--- src/rtl/receiver_spi.sv ---
// receiver_spi -- SPI slave clocked by the system clock.
//   SCK, CS and MOSI are oversampled through SYNC_STAGES-deep synchronisers.
//   SCK edges are found by comparing the synchronised SCK with a 1-cycle-delayed copy.
//   All four CKP/CPH modes are supported. CKP/CPH are latched on the CS falling edge.
//   Back-to-back frames are received while CS stays low.
//
// Ports:
//   clk       system clock, rising edge
//   rst       asynchronous reset, active low
//   CKP, CPH  SPI mode (SCK idle level, sample phase)
//   SCK, CS, MOSI  master-side serial lines (asynchronous to clk)
//   data_in   word shifted out on MISO, loaded at frame start / frame completion
//   MISO      serial data to the master
//   data_out  last complete received word
//   rx_valid  1-cycle pulse when data_out updates
//   busy      transfer active (state != IDLE)
//
// Optional build macro: MISO_TRISTATE_EN -- MISO floats (1'bz) while IDLE.
module receiver_spi #(
  parameter int WIDTH       = 8,
  parameter int SYNC_STAGES = 2
) (
  input  logic             clk,
  input  logic             rst,
  input  logic             CKP,
  input  logic             CPH,
  input  logic             SCK,
  input  logic             CS,
  input  logic             MOSI,
  input  logic [WIDTH-1:0] data_in,
  output logic             MISO,
  output logic [WIDTH-1:0] data_out,
  output logic             rx_valid,
  output logic             busy
);

  localparam int CW = $clog2(WIDTH + 1);

  typedef enum logic {IDLE, SHIFT} state_t;

  state_t                 state, state_nx;
  logic [SYNC_STAGES-1:0] sck_pipe, cs_pipe, mosi_pipe;
  logic                   sck_d, cs_d;
  logic                   sck_s, cs_s, mosi_s;
  logic                   ckp_r, cph_r, ckp_nx, cph_nx;
  logic [WIDTH-1:0]       shift_reg, shift_nx, data_out_nx;
  logic [CW-1:0]          bit_cnt, bit_cnt_nx;
  logic                   miso_q, miso_nx, rx_valid_nx;
  logic                   sck_rise, sck_fall, lead, trail, sample, shft, last_sample, cs_fall;

  // Synchronisers. CS resets high, so a CS that is already low when reset
  // releases is still seen as a falling edge.
  always_ff @(posedge clk or negedge rst) begin
    if (!rst) begin
      sck_pipe  <= '0;
      cs_pipe   <= '1;
      mosi_pipe <= '0;
      sck_d     <= 1'b0;
      cs_d      <= 1'b1;
    end else begin
      sck_pipe  <= {sck_pipe[SYNC_STAGES-2:0], SCK};
      cs_pipe   <= {cs_pipe[SYNC_STAGES-2:0], CS};
      mosi_pipe <= {mosi_pipe[SYNC_STAGES-2:0], MOSI};
      sck_d     <= sck_s;
      cs_d      <= cs_s;
    end
  end

  assign sck_s  = sck_pipe[SYNC_STAGES-1];
  assign cs_s   = cs_pipe[SYNC_STAGES-1];
  assign mosi_s = mosi_pipe[SYNC_STAGES-1];

  assign sck_rise    = sck_s & ~sck_d;
  assign sck_fall    = ~sck_s & sck_d;
  assign lead        = ckp_r ? sck_fall : sck_rise;   // leaves idle level
  assign trail       = ckp_r ? sck_rise : sck_fall;   // returns to idle level
  assign sample      = cph_r ? trail : lead;
  assign shft        = cph_r ? lead  : trail;
  assign last_sample = sample && (bit_cnt == CW'(WIDTH - 1));
  assign cs_fall     = ~cs_s & cs_d;

  always_ff @(posedge clk or negedge rst) begin
    if (!rst) begin
      state     <= IDLE;
      ckp_r     <= 1'b0;
      cph_r     <= 1'b0;
      shift_reg <= '0;
      bit_cnt   <= '0;
      data_out  <= '0;
      rx_valid  <= 1'b0;
      miso_q    <= 1'b0;
    end else begin
      state     <= state_nx;
      ckp_r     <= ckp_nx;
      cph_r     <= cph_nx;
      shift_reg <= shift_nx;
      bit_cnt   <= bit_cnt_nx;
      data_out  <= data_out_nx;
      rx_valid  <= rx_valid_nx;
      miso_q    <= miso_nx;
    end
  end

  always_comb begin
    state_nx    = state;
    ckp_nx      = ckp_r;
    cph_nx      = cph_r;
    shift_nx    = shift_reg;
    bit_cnt_nx  = bit_cnt;
    data_out_nx = data_out;
    rx_valid_nx = 1'b0;
    miso_nx     = miso_q;
    case (state)
      IDLE: begin
        if (cs_fall) begin
          state_nx   = SHIFT;
          ckp_nx     = CKP;
          cph_nx     = CPH;
          shift_nx   = data_in;
          bit_cnt_nx = '0;
          if (!CPH) miso_nx = data_in[WIDTH-1];
        end
      end
      SHIFT: begin
        if (bit_cnt == CW'(WIDTH)) begin
          // Completion cycle: publish the word and reload for the next frame.
          data_out_nx = shift_reg;
          rx_valid_nx = 1'b1;
          shift_nx    = data_in;
          bit_cnt_nx  = '0;
          if (!cph_r) miso_nx = data_in[WIDTH-1];
          // CS already gone (it rose with or after the final sample edge).
          if (cs_s) begin
            state_nx = IDLE;
            miso_nx  = 1'b0;
          end
        end else if (cs_s && !last_sample) begin
          // Abort: drop the partial frame, data_out untouched.
          state_nx   = IDLE;
          bit_cnt_nx = '0;
          miso_nx    = 1'b0;
        end else if (sample) begin
          shift_nx   = {shift_reg[WIDTH-2:0], mosi_s};
          bit_cnt_nx = bit_cnt + 1'b1;
        end else if (shft && (cph_r || bit_cnt != '0)) begin
          // CPH=0: the MSB is already on MISO at bit_cnt 0, so the trailing
          // edge that follows the final sample (after reload) is skipped.
          miso_nx = shift_reg[WIDTH-1];
        end
      end
      default: state_nx = IDLE;
    endcase
  end

  assign busy = (state != IDLE);

`ifdef MISO_TRISTATE_EN
  assign MISO = (state == IDLE) ? 1'bz : miso_q;
`else
  assign MISO = miso_q;
`endif

endmodule

--- config.mk ---
export PLATFORM = sky130hd
export DESIGN_NAME = receiver_spi
export DESIGN_NICKNAME = d
export VERILOG_FILES = /design/src/rtl/receiver_spi.sv
export SDC_FILE = /design/constraint.sdc
export NUM_CORES = 1
export LEC_CHECK = 0
export CAP_MARGIN = 30
export CORE_ASPECT_RATIO = 1.4
export CORE_UTILIZATION = 50
export DETAILED_ROUTE_END_ITERATION = 8
export PLACE_DENSITY = 0.83
export SKIP_LAST_GASP = 1
export SYNTH_ARGS = -nofsm -noshare
export SYNTH_HDL_FRONTEND = slang
export SYNTH_SLANG_ARGS = --single-unit
--- constraint.sdc ---
create_clock -name clk -period 3.65 [get_ports clk]
set_clock_uncertainty 0.1 [all_clocks]
set_input_delay 0.73 -clock clk [delete_from_list [all_inputs] [get_ports clk]]
set_output_delay 0.73 -clock clk [all_outputs]
set_load 0.03 [all_outputs]
======== After elaboration in Yosys (flattened, before gate mapping) ========
Cells that the tools add are included.
storage, ports and cells
  output and inout bits ................... 11
  input port bits ......................... 15
  register bits ........................... 33
operators by class
  reduce and logical (&&, ||, !) cells .... 11
  equality and inequality tests ........... 10
  add/sub/neg operators ................... 1
  bitwise logic cells ..................... 7
  muxes and demuxes ....................... 30
operators by type and width
  kind                                           number
  two-way mux 8 bit                              4
  two-way mux 1 bit                              18
  two-way mux 4 bit                              4
  one-hot mux 8 bit (2 select lines)             1
  != test 4 x 1 -> 1 bit, second input constant  2
  one-hot mux 4 bit (2 select lines)             1
  AND reduction 2 bit                            3
  AND reduction 5 bit                            1
  adder 4 x 1 -> 4 bit, second input constant    1
  == test 4 x 3 -> 1 bit, second input constant  1
  == test 4 bit, second input constant           1
  != test 2 bit, second input constant           2
  != test 4 x 2 -> 1 bit, second input constant  1
  != test 4 bit, second input constant           1
  inverter 1 bit                                 4
  one-hot mux 1 bit (2 select lines)             2
  nonzero test 4 bit                             1
  bitwise AND 1 bit                              3
  logical AND 1 bit                              3
  != test 3 x 1 -> 1 bit, second input constant  1
  != test 3 bit, second input constant           1
  AND reduction 3 bit                            1
  logical NOT 1 bit                              1
  logical OR 1 bit                               1

======== Logic depth before layout (Yosys ltp) ========
Gate-level depths: netlist of the first run.
  depth after elaboration ................. 10
  depth in mapped cells ................... 8

======== Least setup slack after synthesis of the first run ========
No wires, ideal clock.
  path kind ............................... register -> register
  from .................................... register bit_cnt[0]
  to ...................................... register shift_reg[0]
  arrival time ............................ 1.691 ns
  slack ................................... 1.734 ns
  buffers on the path ..................... 1
  cell stages (with the launch flop) ...... 9
  period minus slack after synthesis ...... 1.916 ns
  cells stage by stage .................... dfrtp_1 > inv_1 > ha_1 > nand3b_1 > nand2_1 > buf_2 > a21oi_1 > nor2_4 > mux2_2
between the ends
  word-level cells in the longest chain between the ends .. 6
ends and longest elaborated chain
  element                        RTL line  RTL
  start: declaration             47        logic [CW-1:0] bit_cnt, bit_cnt_nx;
  start signal: assignment       97        bit_cnt <= bit_cnt_nx;
  == test 4 x 3 -> 1 bit         79        assign last_sample = sample && (bit_cnt == CW'(WIDTH - 1));
  logical AND 1 bit              79
  logical NOT 1 bit              137       end else if (cs_s && !last_sample) begin
  logical AND 1 bit              137
  != test 3 bit (no line)        -
  AND reduction 3 bit (no line)  -
  end signal: assignment         96        shift_reg <= shift_nx;
  end: declaration               46        logic [WIDTH-1:0] shift_reg, shift_nx, data_out_nx;
Several ways; a longest one is shown, not always the timed one.
A chain may end at the register's enable or synchronous reset.

======== Worst setup path after layout of the first run ========
  from .................................... register state, in the netlist busy
  to ...................................... output busy
RTL lines
  element                   RTL line  RTL
  start: declaration        41        state_t state, state_nx;
  start signal: assignment  93        state <= state_nx;
  end: declaration          34        output logic busy
No word-level cell between the ends.

==> results of run 1 <==
==> worst max path at each step <==
stage,from,end,cells past startpoint
3_3_place_gp,bit_cnt[0]$_DFFE_PN0P_,shift_reg[2]$_DFFE_PN0P_,7
6_report,busy$_DFF_PN0_,busy,1
3_5_place_dp,bit_cnt[0]$_DFFE_PN0P_,shift_reg[0]$_DFFE_PN0P_,7
4_1_cts,busy$_DFF_PN0_,busy,1
2_1_floorplan,bit_cnt[0]$_DFFE_PN0P_,shift_reg[0]$_DFFE_PN0P_,8
5_1_grt,busy$_DFF_PN0_,busy,1
==> power by group through the flow <==
stage | combinational, mW | sequential, mW | clock, mW
after floorplan | 0.0815 | 0.438 | 0
after global placement | 0.124 | 0.437 | 0
after detailed placement | 0.129 | 0.440 | 0
after CTS | 0.130 | 0.434 | 0.355
after global routing | 0.140 | 0.440 | 0.374
final | 0.129 | 0.435 | 0.347
==> Yosys cell counts, drive strengths merged <==
library cell,instances
dfrtp,30
nand2,30
mux2,18
nor2,6
o21ai,6
a21oi,4
inv,4
nand2b,4
dfstp,3
mux2i,3
nand3,3
nand3b,3
ha,2
o31ai,2
a22oi,1
a2bb2oi,1
buf,1
clkinv,1
nand4b,1
nor2b,1
nor3b,1
o21a,1
o21bai,1
o311ai,1
o32ai,1
xnor2,1
==> routing by layer <==
layer	vias to the layer above	share of wire, %	global-route usage (%)
li1	512	-	-
met1	515	40	27.75
met2	25	54	34.46
met3	6	3.8	7.317
met4	0	2.1	11.46
met5	-	0	0
==> worst reg2reg max path: cells and delay by family, from the launching register on <==
family | cells | cell delay [ps]
xor+xnor | 1 | 310
compound gates | 1 | 170
simple gates | 1 | 240
mux | 2 | 800
flops | 1 | 440
==> cell type report <==
cell class	count	area, um2
sequential	33	829.5
tap	37	46.29
multi-input combinational	91	633.1
clock buffer	7	86.33
timing repair buffer	26	257.7
inverter	5	18.77
fill	213	947.2
clock inverter	1	30.03
==> cells by family after synthesis <==
logic type / Yosys count / synth area share [%]
AND/OR/NAND/NOR: 49 / 15.32
XOR/XNOR: 1 / 0.5893
buffers and inverters: 6 / 1.598
AO/OA/AOI/OAI: 18 / 9.092
adder cells (fa/ha/maj): 2 / 1.683
flip-flops: 33 / 55.81
multiplexers: 21 / 15.91
==> impl_results.md, run 1 <==
* Layout overhead on the synthesized area at 27.95%
* CTS max path bufs at 2
* Maximum VDD drop at 0.3391 mV
* Utilization after layout at 66.75%
* Cell chain of the critical path: clkdlybuf4s50_1
* Initial DRT Pass Iterations at 6
* Initial Util at 52.17%
* Pre-CTS setup slack at 1500 ps
* RSZ-0062 raised after global routing: false
* First-pass GRT wire length at 4767 um
* Worst Reg-to-Reg Cells at 5
* Via count at 1058
* Vias in the first global route at 1069
* Delay-heaviest family, CP: buffers and inverters
* Area contributors post-synth: dfrtp_1 51%, mux2_2 13%, nand2_1 7.6%
* Period minus WS final at 2285 ps
* Sequential share of power at 47.7%
* WP data required at 2820 ps
* Post-CTS setup buffer count at 0
* Fin area at 0.001902 mm2
* Worst path max stage delay at 710 ps
* Synth cell types at 29
* Antenna viol nets, final at 0
* Setup TNS at 0 ps
* Worst EP arrival at 1450 ps
* Yosys Warn Count at 0
* Switching part of the total at 23.25%
* Synthesized flop and latch total at 33
* Resized cells post-CTS at 0
* Final nets at 179
* Clock share of power at 38.1%
* Min-Delay Path Class: reg2reg
* DRC at 0
* CP bufs+invs at 1
* CTS sink cnt at 33
* Final WS setup at 1365 ps
* Layout cells sized above 1 at 19.63%
* Row count at 23
* Register area share after synthesis at 55.81%
* Fin cells at 200
* Placed cell count at 192
* Comb pwr share at 14.1%
* Sw power at 211.7 uW
* DP Wirelength at 2087 um
* Largest net degree at the start of global routing at 34
* Hold Path Depth at 0
* WL per Instance at 14.46 um
* Final WL at 2891 um
* Most frequent cells in the layout: 30 x dfrtp_1, 30 x nand2_1, 25 x clkdlybuf4s50_1
* Mean Syn Cell Area at 11.43 um2
* CTS tree: done
* GRT Util Overall at 22.61%
* TritonCTS Buffers at 5
* Syn_nets at 147
* Post-Syn Instances at 130
* Final period utilization at 62.60%
* Chip height at 66.52 um
* Worst slew pin tran at 542.3 ps
* Clock-pin slew on the worst setup and hold paths at 60 ps
* WHS at 251.9 ps
* GP Congestion at 0.8490
* Diode count at 0
* I/O Pins at 26
* Power Total at 910.4 uW
* Outcome: finished, final reports clean
* Mapped Area at 0.001486 mm2
* Peak Freq at 437.7 MHz
* Vias per cell at 5.290
* CTS Hold Bufs at 0
* Leak at 0.8327 nW
* Hold_sp: sck_pipe[0]$_DFF_PN0_
* Endpoint class of the critical path: output port
* Area fraction of the dominant cell type after synthesis at 50.51%
* Hold path endpoint: sck_pipe[1]$_DFF_PN0_
* Number of port buffers at 25
* CP max FO at 8
* Clk Tree Root Cell: clkbuf_8
* CTS H-tree depth at 2
* Antenna violations before repair at 0
* Dominant cell type by area after synthesis: dfrtp_1
* Slew headroom at 63.65%
* Maxcap violations at 0
* Placed Area at 0.001785 mm2
* Power density over the cells at 478.7 mW/mm2
* Crit path launch type: register
* Full die area at 0.003198 mm2
* Starting DRC count in detailed routing at 21
* Setup violations, final at 0
* Reg2Reg Capture Point: shift_reg[0]$_DFFE_PN0P_
* DIE WIDTH at 48.08 um
* Flop2flop setup slack at 1480 ps
* Worst reg2reg startpoint: ckp_r$_DFFE_PN0P_
* GRT overflow at 0
* Core box area at 0.002849 mm2
* Hold Vio Cnt, Final at 0
* Worst skew pair latency at 280 ps
* CP max stage cell: clkdlybuf4s50_1
* CP Class: reg2out
* Slew Viols, Final at 0
* P_int at 698.7 uW
Power figures use the tool's default switching activity.
==> inputs of run 2 (changes only) <==
--- a/config.mk
+++ b/config.mk
@@ -7,9 +7,9 @@
 export LEC_CHECK = 0
 export CAP_MARGIN = 30
 export CORE_ASPECT_RATIO = 1.4
-export CORE_UTILIZATION = 50
+export CORE_UTILIZATION = 46
 export DETAILED_ROUTE_END_ITERATION = 8
-export PLACE_DENSITY = 0.83
+export PLACE_DENSITY = 0.81
 export SKIP_LAST_GASP = 1
 export SYNTH_ARGS = -nofsm -noshare
 export SYNTH_HDL_FRONTEND = slang
==> constraint.sdc (replaced) <==
create_clock -name clk -period 1.99 [get_ports clk]
set_clock_uncertainty 0.1 [all_clocks]
set_input_delay 0.398 -clock clk [delete_from_list [all_inputs] [get_ports clk]]
set_output_delay 0.398 -clock clk [all_outputs]
set_load 0.03 [all_outputs]
==> impl_results.md, run 2 (synthesized netlist as in run 1, its figures left out) <==
* Placed cell count at 199 (+3.6%)
* Vias in the first global route at 1126 (+5.3%)
* First-pass GRT wire length at 5244 um (+10%)
* Slew headroom at 72.22% (+8.6 points)
* Initial Util at 48.06% (-4.1 points)
* Largest net degree at the start of global routing at 34 (unchanged)
* Full die area at 0.003466 mm2 (+8.4%)
* WP data required at 2070 ps (-750 ps)
* Worst skew pair latency at 290 ps (about the same)
* Endpoint class of the critical path: register
* Slew Viols, Final at 0 (unchanged)
* Antenna violations before repair at 0 (unchanged)
* CTS H-tree depth at 2 (unchanged)
* CTS Hold Bufs at 0 (unchanged)
* CTS tree: done
* Antenna viol nets, final at 0 (unchanged)
* GRT Util Overall at 20.58% (-2.0 points)
* Period minus WS final at 1952 ps
* Number of port buffers at 25 (unchanged)
* Flop2flop setup slack at 40 ps (-1440 ps)
* Outcome: finished with violations
* Min-Delay Path Class: reg2reg
* Chip height at 69.26 um (+4.1%)
* Clk Tree Root Cell: clkbuf_8
* Maximum VDD drop at 0.6926 mV (+100%)
* DRC at 2 (+2)
* Fin cells at 210 (+5.0%)
* Diode count at 0 (unchanged)
* Worst slew pin tran at 415.4 ps (-126.9 ps)
* Utilization after layout at 65.01% (-1.7 points)
* CTS sink cnt at 33 (unchanged)
* Delay-heaviest family, CP: multiplexers
* Leak at 0.8816 nW (+5.9%)
* WHS at 252.3 ps (+0.3640 ps)
* CP Class: reg2reg
* TritonCTS Buffers at 5 (unchanged)
* I/O Pins at 26 (unchanged)
* CTS max path bufs at 2 (unchanged)
* DIE WIDTH at 50.04 um (+4.1%)
* Initial DRT Pass Iterations at 6 (unchanged)
* Worst path max stage delay at 420 ps (-290 ps)
* Hold Vio Cnt, Final at 0 (unchanged)
* CP bufs+invs at 2 (+1)
* Setup violations, final at 0 (unchanged)
* Layout overhead on the synthesized area at 35.27%
* Maxcap violations at 0 (unchanged)
* GRT overflow at 0 (unchanged)
* DP Wirelength at 2132 um (+2.2%)
* Power Total at 1.747 mW (+92%)
* GP Congestion at 0.8847 (+4.2%)
* Crit path launch type: register
* Clock-pin slew on the worst setup and hold paths at 70 ps (about the same)
* CP max FO at 5 (-3)
* Final period utilization at 98.10%
* Core box area at 0.003093 mm2 (+8.6%)
* Fin area at 0.002011 mm2 (+5.7%)
* Final nets at 187 (+4.5%)
* Filler Cell Count at 238 (+12%)
* Failing checks: DRC
* Worst EP arrival at 2030 ps (+580 ps)
* WL per Instance at 15.30 um (+5.8%)
* Row count at 24 (+4.3%)
* Vias per cell at 5.300 (+0.19%)
* Layout cells sized above 1 at 28.07% (+8.4 points)
* Final WL at 3212 um (+11%)
* Worst path most repeated cell: mux2_2
* Starting DRC count in detailed routing at 31 (+48%)
* Cell chain of the critical path: inv_1, ha_2, nand3b_1, nand2_2, buf_6, mux2_2, mux2_2
* CP max stage cell: dfrtp_1
* Most frequent cells in the layout: 29 x dfrtp_1, 29 x nand2_1, 24 x clkdlybuf4s50_1
* Power density over the cells at 869.0 mW/mm2 (+82%)
* Peak Freq at 512.3 MHz
* Via count at 1113 (+5.2%)
* Placed Area at 0.001826 mm2 (+2.2%)
run 2: final timing paths:
path                            depth (start not counted)              startpoint                  endpoint
worst max-delay path                                    7  bit_cnt[0]$_DFFE_PN0P_  shift_reg[1]$_DFFE_PN0P_
worst min-delay path                                    0  mosi_pipe[0]$_DFF_PN0_    mosi_pipe[1]$_DFF_PN0_
worst max register to register                          7  bit_cnt[0]$_DFFE_PN0P_  shift_reg[1]$_DFFE_PN0P_
worst min register to register                          0  mosi_pipe[0]$_DFF_PN0_    mosi_pipe[1]$_DFF_PN0_
max in group asynchronous                               2                     rst            cs_d$_DFF_PN1_
min in group asynchronous                               2                     rst   data_out[2]$_DFFE_PN0P_
run 2: per-layer routing:
metal | part of all wire, % | track usage [%]
met5 | 0 | 0
met2 | 55 | 34.37
met1 | 39 | 23.20
met4 | 2.0 | 9.524
met3 | 3.2 | 6.579
run 2: metrics by stage:
stage | setup TNS [ps] | worst slack (ps)
global placement | 0 | 104.7
floorplan | 0 | 73.90
detailed placement | 0 | 29.88
finish | 0 | 37.86
global route | -262.4 | -38.90
CTS | 0 | 11.06
run 2: cell type report:
type / instances / area [um2] / share of cell area, %
tap: 39 / 48.80 / 2.427
multi-input combinational: 91 / 668.1 / 33.23
clock buffer: 6 / 82.58 / 4.107
timing repair buffer: 34 / 324.1 / 16.12
clock inverter: 2 / 37.54 / 1.867
inverter: 5 / 18.77 / 0.9334
sequential: 33 / 830.8 / 41.32
run 2: power by group:
part	leakage [nW]	total, mW	switching (mW)	internal (mW)
sequential	0.412	0.805	0.0644	0.741
combinational	0.412	0.278	0.116	0.162
clock	0.0574	0.664	0.257	0.407
run 2: timing repair:
action,CTS,global route
setup endpoints to repair,1,11
setup buffers,0,3
pin swaps,0,6
endpoints found under the hold margin,0,0
resized for setup,1,10
==> inputs of run 3 (changes only) <==
--- a/config.mk
+++ b/config.mk
@@ -5,6 +5,7 @@
 export SDC_FILE = /design/constraint.sdc
 export NUM_CORES = 1
 export LEC_CHECK = 0
+export ABC_CLOCK_PERIOD_IN_PS = 1990
 export CAP_MARGIN = 30
 export CORE_ASPECT_RATIO = 1.4
 export CORE_UTILIZATION = 46
==> results of run 3 <==
No change in the layout: final DEF, timing and power equal those of run 2.
